===== src/rtl/uartrx_fifo.sv =====
// Receive-side byte FIFO between uartrx and the CPU's UART-in register.
// Acknowledges every received byte and flags overrun when a byte is dropped at full.
module uartrx_fifo #(
  parameter int DepthBitWidth = 4
) (
  input  logic                   clk,
  input  logic                   rst_n,
  output logic                   rx_go,
  input  logic [7:0]             rx_data,
  input  logic                   rx_ready,
  input  logic                   pop,
  output logic [7:0]             rd_data,
  output logic                   empty,
  output logic                   full,
  output logic [DepthBitWidth:0] count,
  output logic                   overrun,
  input  logic                   clr_overrun
);

  localparam int Depth = 1 << DepthBitWidth;
  localparam logic [DepthBitWidth:0]   FullCount = (DepthBitWidth + 1)'(Depth);
  localparam logic [DepthBitWidth:0]   CntOne    = (DepthBitWidth + 1)'(1);
  localparam logic [DepthBitWidth-1:0] PtrOne    = DepthBitWidth'(1);

  typedef enum logic {
    RECV = 1'b0,
    ACK  = 1'b1
  } state_t;

  state_t state, state_next;

  logic [7:0]               mem [Depth];
  logic [DepthBitWidth-1:0] wptr, rptr;
  logic [DepthBitWidth:0]   cnt;
  logic                     capture, do_pop, do_write, drop;

  // Handshake FSM: a byte is captured in RECV, then acknowledged for one cycle in ACK.
  always_ff @(posedge clk or negedge rst_n) begin
    if (!rst_n) state <= RECV;
    else        state <= state_next;
  end

  always_comb begin
    state_next = state;
    capture    = 1'b0;
    rx_go      = 1'b1;
    case (state)
      RECV: begin
        if (rx_ready) begin
          capture    = 1'b1;
          state_next = ACK;
        end
      end
      ACK: begin
        rx_go      = 1'b0;
        state_next = RECV;
      end
      default: state_next = RECV;
    endcase
  end

  assign empty = (cnt == '0);
  assign full  = (cnt == FullCount);
  assign count = cnt;

  // At full a same-cycle pop frees the slot being written, so the byte is kept.
  assign do_pop   = pop && !empty;
  assign do_write = capture && (!full || do_pop);
  assign drop     = capture && full && !pop;

  always_ff @(posedge clk or negedge rst_n) begin
    if (!rst_n) begin
      wptr    <= '0;
      rptr    <= '0;
      cnt     <= '0;
      overrun <= 1'b0;
    end else begin
      if (do_write) wptr <= wptr + PtrOne;
      if (do_pop)   rptr <= rptr + PtrOne;
      case ({do_write, do_pop})
        2'b10:   cnt <= cnt + CntOne;
        2'b01:   cnt <= cnt - CntOne;
        default: cnt <= cnt;
      endcase
      if (drop)             overrun <= 1'b1;
      else if (clr_overrun) overrun <= 1'b0;
    end
  end

  // Storage needs no reset: stale contents are hidden while empty.
  always_ff @(posedge clk) begin
    if (do_write) mem[wptr] <= rx_data;
  end

  assign rd_data = empty ? 8'h00 : mem[rptr];

endmodule


===== config.mk =====
export PLATFORM = sky130hd
export DESIGN_NAME = uartrx_fifo
export DESIGN_NICKNAME = d
export VERILOG_FILES = /design/src/rtl/uartrx_fifo.sv
export SDC_FILE = /design/constraint.sdc
export NUM_CORES = 1
export LEC_CHECK = 0
export CORE_MARGIN = 4
export CORE_UTILIZATION = 36
export CTS_CLUSTER_DIAMETER = 60
export DETAILED_ROUTE_END_ITERATION = 10
export PLACE_DENSITY_LB_ADDON = 0.12
export SETUP_SLACK_MARGIN = 0.4
export SYNTH_ARGS = -nofsm -noshare
export SYNTH_HDL_FRONTEND = slang
export SYNTH_SLANG_ARGS = --single-unit

===== constraint.sdc =====
create_clock -name clk -period 4.39 [get_ports clk]
set_input_delay 0.878 -clock clk [delete_from_list [all_inputs] [get_ports clk]]
set_output_delay 0.878 -clock clk [all_outputs]
set_load 0.05 [all_outputs]

==> Yosys cells after proc, flatten, opt, wreduce, memory -nomap -nowiden <==
Memories as Yosys holds them, arrays and structs flattened.
Index checks and enable logic that the tools add are counted.
Widths: inputs -> output; s select.
{ "word_totals": {"regBits": 15, "mem_bits_rw": 128, "in_bits": 13, "output_inout_bits": 17, "memories": 1} }
{ "classes": {"addsub": 4, "n_eq_ne": 3, "mux": 10, "bitwise_logic": 1, "n_reduce_logical": 11} }
{ "memory_table": {"columns": ["memory", "depth", "width", "read_ports", "rd_clocked_by_memory_dff", "wr", "line", "rtl"], "rows": [
  ["mem", 16, 8, 1, 0, 1, "32", "logic [7:0] mem [Depth];"]
]} }
{ "op_table": {"columns": ["operator", "count"], "rows": [
  ["$pmux 5 s2", 1],
  ["$add 4x1->4 const B", 2],
  ["$mux 8", 1],
  ["$mux 1", 7],
  ["$add 5x1->5 const B", 1],
  ["$eq 5x5->1 const B", 1],
  ["$logic_not 5->1", 1],
  ["$sub 5x1->5 const B", 1],
  ["$logic_and 1x1->1", 4],
  ["$reduce_bool 2->1", 2],
  ["$logic_not 1->1", 3],
  ["$eq 2x1->1 const B", 1],
  ["$eq 2x2->1 const B", 1],
  ["$pmux 1 s2", 1],
  ["$logic_or 1x1->1", 1],
  ["$not 1->1", 1]
]} }

==> Logic depth before layout (Yosys ltp) <==
Gate-level depths: netlist of run 1.
{ "depth": {"ltp_word": 7, "ltp_mapped": 8} }

==> Worst setup path after synthesis of run 1 <==
Ideal clock, no wire load.
{ "synth_path": {"path_kind": "reg2out", "start": "reg rptr[1]", "end": "out rd_data[3]", "arrival_ps": 2043, "t_required_ps": 3512, "setup_slack_ps": 1469, "path_stages_with_launch": 6, "path_buffers": 2, "path_cell_list": "dfrtp_1 clkbuf_1 clkbuf_1 mux4_2 a22oi_1 a21oi_1"} }
{ "synth_between": {"elab_chain_len": 2} }
{ "synth_rtl": {"columns": ["element", "line", "rtl"], "rows": [
  ["from (decl)", "33", "logic [DepthBitWidth-1:0] wptr, rptr;"],
  ["from (signal assigned)", "79", "if (do_pop) rptr <= rptr + PtrOne;"],
  ["$mem_v2 16x8", null, null],
  ["$mux 8", "95", "assign rd_data = empty ? 8'h00 : mem[rptr];"],
  ["to (decl)", "12", "output logic [7:0] rd_data,"]
]} }
No other way between the ends.

==> Worst setup path after layout of run 1 <==
{ "layout_path": {"start": "reg rptr[2]", "end": "out rd_data[2]"} }
Same word-level chain as after synthesis.

==> results.md, run 1 <==
* Die area at 18,140 µm²
* Deepest clock path buffer count at 2
* NetSw at 0.001706 W
* VDD IR max at 0.0004757 V
* # nets final at 356
* Worst Path Required at 3510 ps
* #FFs+latches synth at about 140
* Number of global-route vias before repair at 3,091
* Sw Ratio at 33.47%
* Clock power share at 31.1%
* Post-route insts no fill at 564
* CORE AREA at 15,830 µm²
* Vias per cell at 5.098
* Unrepaired setup endpoints after global routing: no
* HP Class: reg -> reg
* Slew @ Worst Pin at 781.2 ps
* Seq/Total Area, Yosys at 73.02%
* Largest net degree at the start of global routing at 27
* Hold buffers post-CTS at 0
* Maxcap violations at 0
* Fin crit period at 3743 ps
* Fill cells at 1,360
* Synth Cell Area at 5778 µm²
* Hold Violations, Final at 0
* Post-CTS Setup Inserts at 0
* Final-report setup violation count at 0
* CTS Buf Count at 17
* Combinational Power Share at ~34%
* Clk slew on worst S/H paths at ~60 ps
* CP Capture Type: output pin
* Number of synthesized flops with an enable pin at 128
* Crit Path Max Fanout at 8
* Final Slew Violations at 0
* Area growth, synth to finish at 20.96%
* Fin crit share at between 80% and 90%
* I/O pins at 30
* Post-Route WL at 12.54 mm
* Root buffer cell: clkbuf_16
* Initial Utilization at between 30% and 40%
* DR WL/cell at 22.24 µm
* Final WS setup at 646.9 ps
* P_leak at roughly 2.3 nW
* Util after Layout at around 44%
* Via count at 2,875
* Post-Syn Instances at roughly 300
* Dpl ws at 1062 ps
* Share of flip-flops with an asynchronous set or reset at 10.49%
* Site row count at 46
* H-tree lvl count at 4
* Initial antenna violation count at 0
* Skew final at 4.172 ps
* Critical path arrival at 2870 ps
* Biggest area consumer among synthesized cells: edfxtp_1
* Port-buffer cells at 29
* CP startpoint kind: register
* Main synth FF type: edfxtp_1
* 1st-iter DRT viols at 131
* Rel. slew slack at 47.76%
* Syn nets at 317
* Top-area cell type share of the netlist area at 66.52%
* P_int at 0.003392 W
* Fmax achieved at 267.2 MHz
* Sink Count at 143
* First-pass GRT wire length at ~20 mm
* Post-synth top cells: 128 x edfxtp_1, 32 x mux4_2, 16 x a22oi_1, 15 x dfrtp_1, 13 x and2_1
* Post-CTS sizing at 0
* Fraction of layout cells with a size suffix above 1 at 21.55%
* GR Overflow Total at 0
* Critical path class: reg -> out
* Minimum hold slack at 548.9 ps
* CTS tree: yes
* Outcome: completed
* Dominant cells by area after synthesis: edfxtp_1 67%, mux4_2 12%, dfrtp_1 6.5%, a22oi_1 2.1%, ha_1 1.5%
* Synthesized area per cell at 19.45 µm²
* Part of the power in registers at 34.9%
* DP Wirelength at 8.303 mm
* Count leader, synth: edfxtp_1
* Clock latency on the worst-skew pair at 410 ps
* Pwr Density at 729.4 nW/µm²
* 1st-pass router iterations at 4
* Distinct cells, synth at 39
* Cells after DPL at 533
* Final Wtd Congestion at 0.7520
* N_diodes at 0
* Antenna viol nets, final at 0
* Total track usage at 15.12%
* Die H at 134.7 µm
* Yosys warnings at 0
* Remaining DRCs at 0
* TNS Setup at 0 ps
* Die W at 134.7 µm
## cells by family (layout without fill, tap and decap cells)
group | after synthesis | in the layout | synth area share (%)
adder cells (fa/ha/maj) | 7 | 7 | 1.516
XOR/XNOR | 11 | 11 | 1.668
AO/OA/AOI/OAI | 37 | 37 | 4.678
AND/OR/NAND/NOR | 44 | 44 | 4.807
flip-flops | 143 | 143 | 73.02
multiplexers | 34 | 34 | 12.86
buffers and inverters | 21 | 72 | 1.451
## flip-flops by register name, indices dropped and copies added, names as in the netlist
name     cells
overrun      1
wptr         4
state        1
count        5
mem        128
rptr         4
## area by class of cell
type                    count  area, µm²  share of cell area, %
flip-flops and latches    143       4220                  60.38
multi-input cells         133       1475                  21.11
clock buffers              18      429.2                  6.140
repair buffers             33      345.3                  4.941
well taps                 216      270.3                  3.867
clock inverters            13      219.0                  3.133
inverters                   8      30.03                 0.4296
## metrics by stage
step | total power, W | area, µm²
after detailed placement | 0.003561 | 6341
after CTS | 0.005150 | 6989
final | 0.005098 | 6989
after floorplan | 0.002979 | 5778
after global placement | 0.003552 | 6341
after global routing | 0.005345 | 6989
## worst paths after layout
| check | to | depth (start not counted) | startpoint | slack (ps) |
|---|---|---|---|---|
| max | rd_data[2] | 4 | rptr[2] | 650 |
| min | overrun | 2 | overrun | 550 |
| max reg2reg | count[4] | 8 | count[0] | 1870 |
| min reg2reg | overrun | 2 | overrun | 550 |
| max in group asynchronous | rptr[0] | 1 | rst_n | 2930 |
| min in group asynchronous | count[1] | 1 | rst_n | 920 |
## power groups by stage
stage | sequential, W | clock (W) | combinational [W]
floorplan | 0.00182 | 0 | 0.00116
global route | 0.00180 | 0.00168 | 0.00186
finish | 0.00178 | 0.00158 | 0.00173
global placement | 0.00180 | 0 | 0.00175
detailed placement | 0.00181 | 0 | 0.00175
CTS | 0.00178 | 0.00161 | 0.00176
## worst max-delay path: stages, from the launching register on
cell	delay (ps)
dfrtp_1	440
nor2b_1	640
a22oi_1	200
a21oi_1	300
clkdlybuf4s50_1	870
## layout by cell type (no fill, tap or decap), drive strengths merged, types with 7 or more instances in the layout
cell / Yosys / routed
dfrtp: 15 / 15
xnor2: 9 / 9
clkdlybuf4s50: 0 / 29
inv: 8 / 8
ha: 7 / 7
nand2: 8 / 8
a21oi: 10 / 10
mux4: 32 / 32
and2: 13 / 13
a22oi: 16 / 16
edfxtp: 128 / 128
clkbuf: 5 / 18
## metal layers
| layer | GRT usage, % | vias up | part of all wire (%) |
|---|---|---|---|
| li1 | - | 1287 | - |
| met1 | 21.01 | 1512 | 48 |
| met2 | 23.29 | 63 | 47 |
| met3 | 3.465 | 13 | 3.2 |
| met4 | 5.939 | 0 | 1.6 |
| met5 | 0 | - | 0 |
Power figures use the tool's default switching activity.
==> inputs of run 2 (changes only) <==
clock period = 3.9 ns   (was 4.39 ns; I/O delays follow)
==> results.md, run 2 (same netlist as run 1, synthesis figures left out) <==
* Crit Path Max Fanout at 10
* Combinational Power Share at between 30 and 40%
* Final WS setup at 521.7 ps
* Most common cell after layout, fill and taps aside: edfxtp_1
* Unrepaired setup endpoints after global routing: no
* Critical path class: reg -> out
* Rel. slew slack at 49.06%
* Final Slew Violations at 0
* Worst Path Required at 3120 ps
* Area growth, synth to finish at 19.12%
* Total track usage at between 10 and 15%
* Antenna viol nets, final at 0
* Sink Count at 143
* Initial Utilization at a little over a third
* Root buffer cell: clkbuf_16
* Hold buffers post-CTS at 0
* Remaining DRCs at 0
* Fraction of layout cells with a size suffix above 1 at 22.75%
* 1st-pass router iterations at 4
* CP startpoint kind: register
* 1st-iter DRT viols at about 170
* Hold_sp: overrun
* Post-Route WL at roughly 13 mm
* P_leak at 2.313 nW
* Site row count at 46
* Fin crit share at roughly 87%
* Pwr Density at 780.2 nW/µm²
* Critical path arrival at roughly 2600 ps
* P_int at around 0.0035 W
* Via count at 2,827
* First-pass GRT wire length at between 15 and 20 mm
* Outcome: completed
* Number of global-route vias before repair at 3,110
* Port-buffer cells at 29
* DR WL/cell at roughly 22 µm
* TNS Setup at 0 ps
* NetSw at 0.001879 W
* CTS tree: yes
* Highest-count cells in the layout ignoring fill and taps: 128 x edfxtp_1, 32 x mux4_2, 21 x clkdlybuf4s50_1
* VDD IR max at 0.0004936 V
* Final Wtd Congestion at 0.7396
* Hold Violations, Final at 0
* R2r startpoint: count[0]
* Dpl ws at 735.8 ps
* Vias per cell at 4.942
* Fmax achieved at slightly below 300 MHz
* Largest net degree at the start of global routing at 19
* Post-CTS Setup Inserts at 0
* Slew @ Worst Pin at 761.8 ps
* Die area at 18,140 µm²
* Clock power share at about a quarter
* Final-report setup violation count at 0
* Die H at roughly 130 µm
* Initial antenna violation count at 0
* GR Overflow Total at 0
* CP Launch Point: count[0]
* Maxcap violations at 0
* CTS Buf Count at 17
* Sw Ratio at 34.99%
* Skew final at 7.015 ps
* Clk slew on worst S/H paths at 50 ps
* Most flop-heavy register: mem
* CP Capture Type: output pin
* Part of the power in registers at 37.5%
* Deepest clock path buffer count at 2
* Clock latency on the worst-skew pair at 410 ps
* DP Wirelength at just over 8 mm
* # nets final at between 300 and 400
* CORE AREA at ~16,000 µm²
* N_diodes at 0
* HP Class: reg -> reg
* I/O pins at 30
* Die W at 134.7 µm
* Fin crit period at roughly 3400 ps
* Largest register FFs at 128
* H-tree lvl count at 4
## run 2: final cells by class
cell class | count | area [µm²]
Clock inverter | 9 | 68.82
Clock buffer | 23 | 447.9
Inverter | 8 | 30.03
Multi-Input combinational cell | 133 | 1475
Sequential cell | 143 | 4223
Fill cell | 1406 | 8945
Tap cell | 216 | 270.3
Timing Repair Buffer | 40 | 367.9
## run 2: worst max-delay path, cell delays in order (launching register included)
cell	delay [ps]
dfrtp_1	450
or4_4	630
nor2_8	250
clkdlybuf4s50_1	850
## run 2: final timing paths
| kind | cells after the start | slack (ps) | endpoint |
|---|---|---|---|
| max in group asynchronous | 1 | 2520 | rptr[0] |
| min in group asynchronous | 1 | 820 | count[1] |
| setup / recovery | 3 | 520 | empty |
| setup reg to reg | 8 | 1380 | count[4] |
| hold reg to reg | 2 | 530 | overrun |
| hold / removal | 2 | 530 | overrun |
## run 2: per-layer routing
metal,GRT usage (%),share of wire (%)
met3,4.061,3.2
met4,4.751,1.0
met1,20.16,46
met5,0,0
met2,23.85,50
## run 2: metrics by stage
step	power (W)	instances	hold WS (ps)	utilization, %	instance area, µm²
after detailed placement	0.004005	540	528.6	40.16	6356
after global routing	0.005645	572	569.9	43.49	6883
after floorplan	0.003353	297	484.4	-	5778
final	0.005370	572	532.9	43.49	6883
after global placement	0.003999	540	519.0	40.16	6356
after CTS	0.005447	572	536.9	43.44	6875
## run 2: timing repair
item                                    4_1_cts  5_1_grt
endpoints found under the setup margin        3        3
cloned                                        0        0
resized for setup                             1        3
## run 2: power groups by stage
stage	Clock (W)	Combinational (W)	Sequential, W
5_1_grt	0.00154	0.00206	0.00205
2_1_floorplan	0	0.00130	0.00205
3_5_place_dp	0	0.00196	0.00205
3_3_place_gp	0	0.00196	0.00204
6_report	0.00143	0.00193	0.00202
4_1_cts	0.00146	0.00196	0.00202
==> inputs of run 3 (changes only) <==
CORE_UTILIZATION = 58   (was 36)
DONT_BUFFER_PORTS = 1   (was default)
==> results.md, run 3 (same netlist as run 1, synthesis figures left out) <==
* Worst r2r path cells at 8
* N_diodes at 0
* 1st-iter DRT viols at 186
* R2r startpoint: count[0]
* CORE AREA at 9729 µm²
* Hold_sp: rx_data[6]
* Cells on Worst Hold Path at 0
* Vias per cell at 5.963
* Pwr Density at 803.8 nW/µm²
* Slew @ Worst Pin at 803.0 ps
* Final Wtd Congestion at 0.7531
* Final-report setup violation count at 0
* Number of global-route vias before repair at 2,895
* Maxcap violations at 0
* Most common cell after layout, fill and taps aside: edfxtp_1
* Root buffer cell: clkbuf_8
* I/O pins at 30
* Via count at roughly 2,800
* Fin crit share at 85.18%
* Outcome: completed
* Unrepaired setup endpoints after global routing: no
* Highest-count cells in the layout ignoring fill and taps: 128 x edfxtp_1, 32 x mux4_2, 16 x a22oi_1, 16 x clkbuf_16
* Cells after DPL at 430
* Site row count at 36
* Largest register FFs at 128
* Skew final at approximately 12 ps
* # nets final at 337
* HP Class: in -> reg
* CTS Buf Count at 17
* Total track usage at about 21%
* Die W at between 100 and 150 µm
* DR WL/cell at ~23 µm
* DP Wirelength at 6.730 mm
* Fmax achieved at 301.0 MHz
* Placed cell areas at 6002 µm²
* 1st-pass router iterations at 4
* Remaining DRCs at 0
* Fraction of layout cells with a size suffix above 1 at around 26%
* Antenna viol nets, final at 0
* Area growth, synth to finish at 14.03%
* Design area at 6589 µm²
* Critical path class: reg -> out
* Minimum hold slack at between 300 and 400 ps
* Clk slew on worst S/H paths at 60 ps
* Deepest clock path buffer count at 2
* Crit Path Max Fanout at 10
* Initial Utilization at 59.39%
* Worst R2R Setup Slack at 1100 ps
* Post-route insts no fill at 463
* VDD IR max at 0.0005980 V
* Port-buffer cells at 0
* Fin crit period at between 3000 and 4000 ps
* Worst Path Required at 3120 ps
* Util after Layout at 67.72%
* Initial antenna violation count at 0
* First-pass GRT wire length at 16.86 mm
* CP startpoint kind: register
* Most flop-heavy register: mem
* Fill cells at ~640
* Die area at ~12,000 µm²
* CTS tree: yes
* Critical Path Max Stage Delay at ~710 ps
* Hold Violations, Final at 0
* Hold EP: mem[0][6]
* Die H at 107.8 µm
* CP max stage cell: or4_4
* Largest net degree at the start of global routing at 19
* Critical path arrival at around 2500 ps
* H-tree lvl count at 4
* Sequential Area at 4224 µm²
* TNS Setup at 0 ps
* Post-Route WL at 10.65 mm
* Rel. slew slack at 46.47%
* Multi-input logic area at 1475 µm²
* GR Overflow Total at 0
* Clock latency on the worst-skew pair at 510 ps
* Critical R2R Capture: count[4]
* Final Slew Violations at 0
* Crit path cell chain: or4_4 -> nor2_8 -> a21oi_1 -> buf_4
* Sink Count at 143
* CP Capture Type: output pin
* P_leak at 2.197 nW
==> run 3: cell count changes in the layout (fill, tap and decap cells not counted), sizes merged <==
cell / previous run / this run
buf: 16 / 13
bufinv: 1 / 3
clkbuf: 23 / 20
clkdlybuf4s50: 21 / 0
clkinv: 7 / 4
clkinvlp: 1 / 5
dlygate4sd3: 0 / 1
dlymetal6s2s: 3 / 0
==> run 3: timing repair <==
item / 4_1_cts / 5_1_grt
hold buffers: 1 / 0
endpoints found under the hold margin: 15 / 0
resized for setup: 0 / 2
endpoints found under the setup margin: 0 / 6
buffers inserted: 0 / 0
==> run 3: power by group <==
group	leakage (nW)	total (W)	switching (W)	internal (W)
Sequential	1.33	0.00215	0.000314	0.00184
Combinational	0.598	0.00160	0.000910	0.000686
Clock	0.267	0.00155	0.000581	0.000968
Total	2.20	0.00530	0.00181	0.00349
==> run 3: worst max-delay path: cells and delay by family, from the launching register on <==
kind,cells,cell delay [ps]
and+or+nand+nor,2,1060
buffers and inverters,1,220
AOI/OAI and AO/OA,1,120
DFF,1,620
==> run 3: routing by layer <==
metal / global-route usage (%) / part of all wire (%) / vias to the layer above
li1: - / - / 1243
met5: 0 / 0 / -
met2: 32.28 / 51 / 83
met4: 6.673 / 1.1 / 0
met1: 28.22 / 42 / 1425
met3: 6.299 / 6.1 / 10
==> run 3: final cells by class <==
class / instances / area share [%]
Multi-Input combinational cell: 133 / 22.39
Tap cell: 133 / 2.526
Clock inverter: 12 / 2.241
Timing Repair Buffer: 14 / 1.823
Sequential cell: 143 / 64.11
Inverter: 8 / 0.4558
Clock buffer: 20 / 6.457
==> run 3: worst max-delay path by stage <==
stage               startpoint         end  slack [ps]  depth (start not counted)
global route           rptr[0]  rd_data[4]         430                          5
detailed placement     rptr[0]  rd_data[3]         980                          5
global placement       rptr[0]  rd_data[3]         980                          5
CTS                    rptr[0]  rd_data[4]         420                          5
finish                count[0]  rd_data[1]         580                          4
floorplan              rptr[1]  rd_data[3]        1080                          5
==> run 3: metrics by stage <==
stage,power (W),worst slack (ps)
5_1_grt,0.005549,431.6
6_report,0.005296,577.8
3_3_place_gp,0.003767,981.0
4_1_cts,0.005338,419.0
3_5_place_dp,0.003789,982.2
2_1_floorplan,0.003353,1077
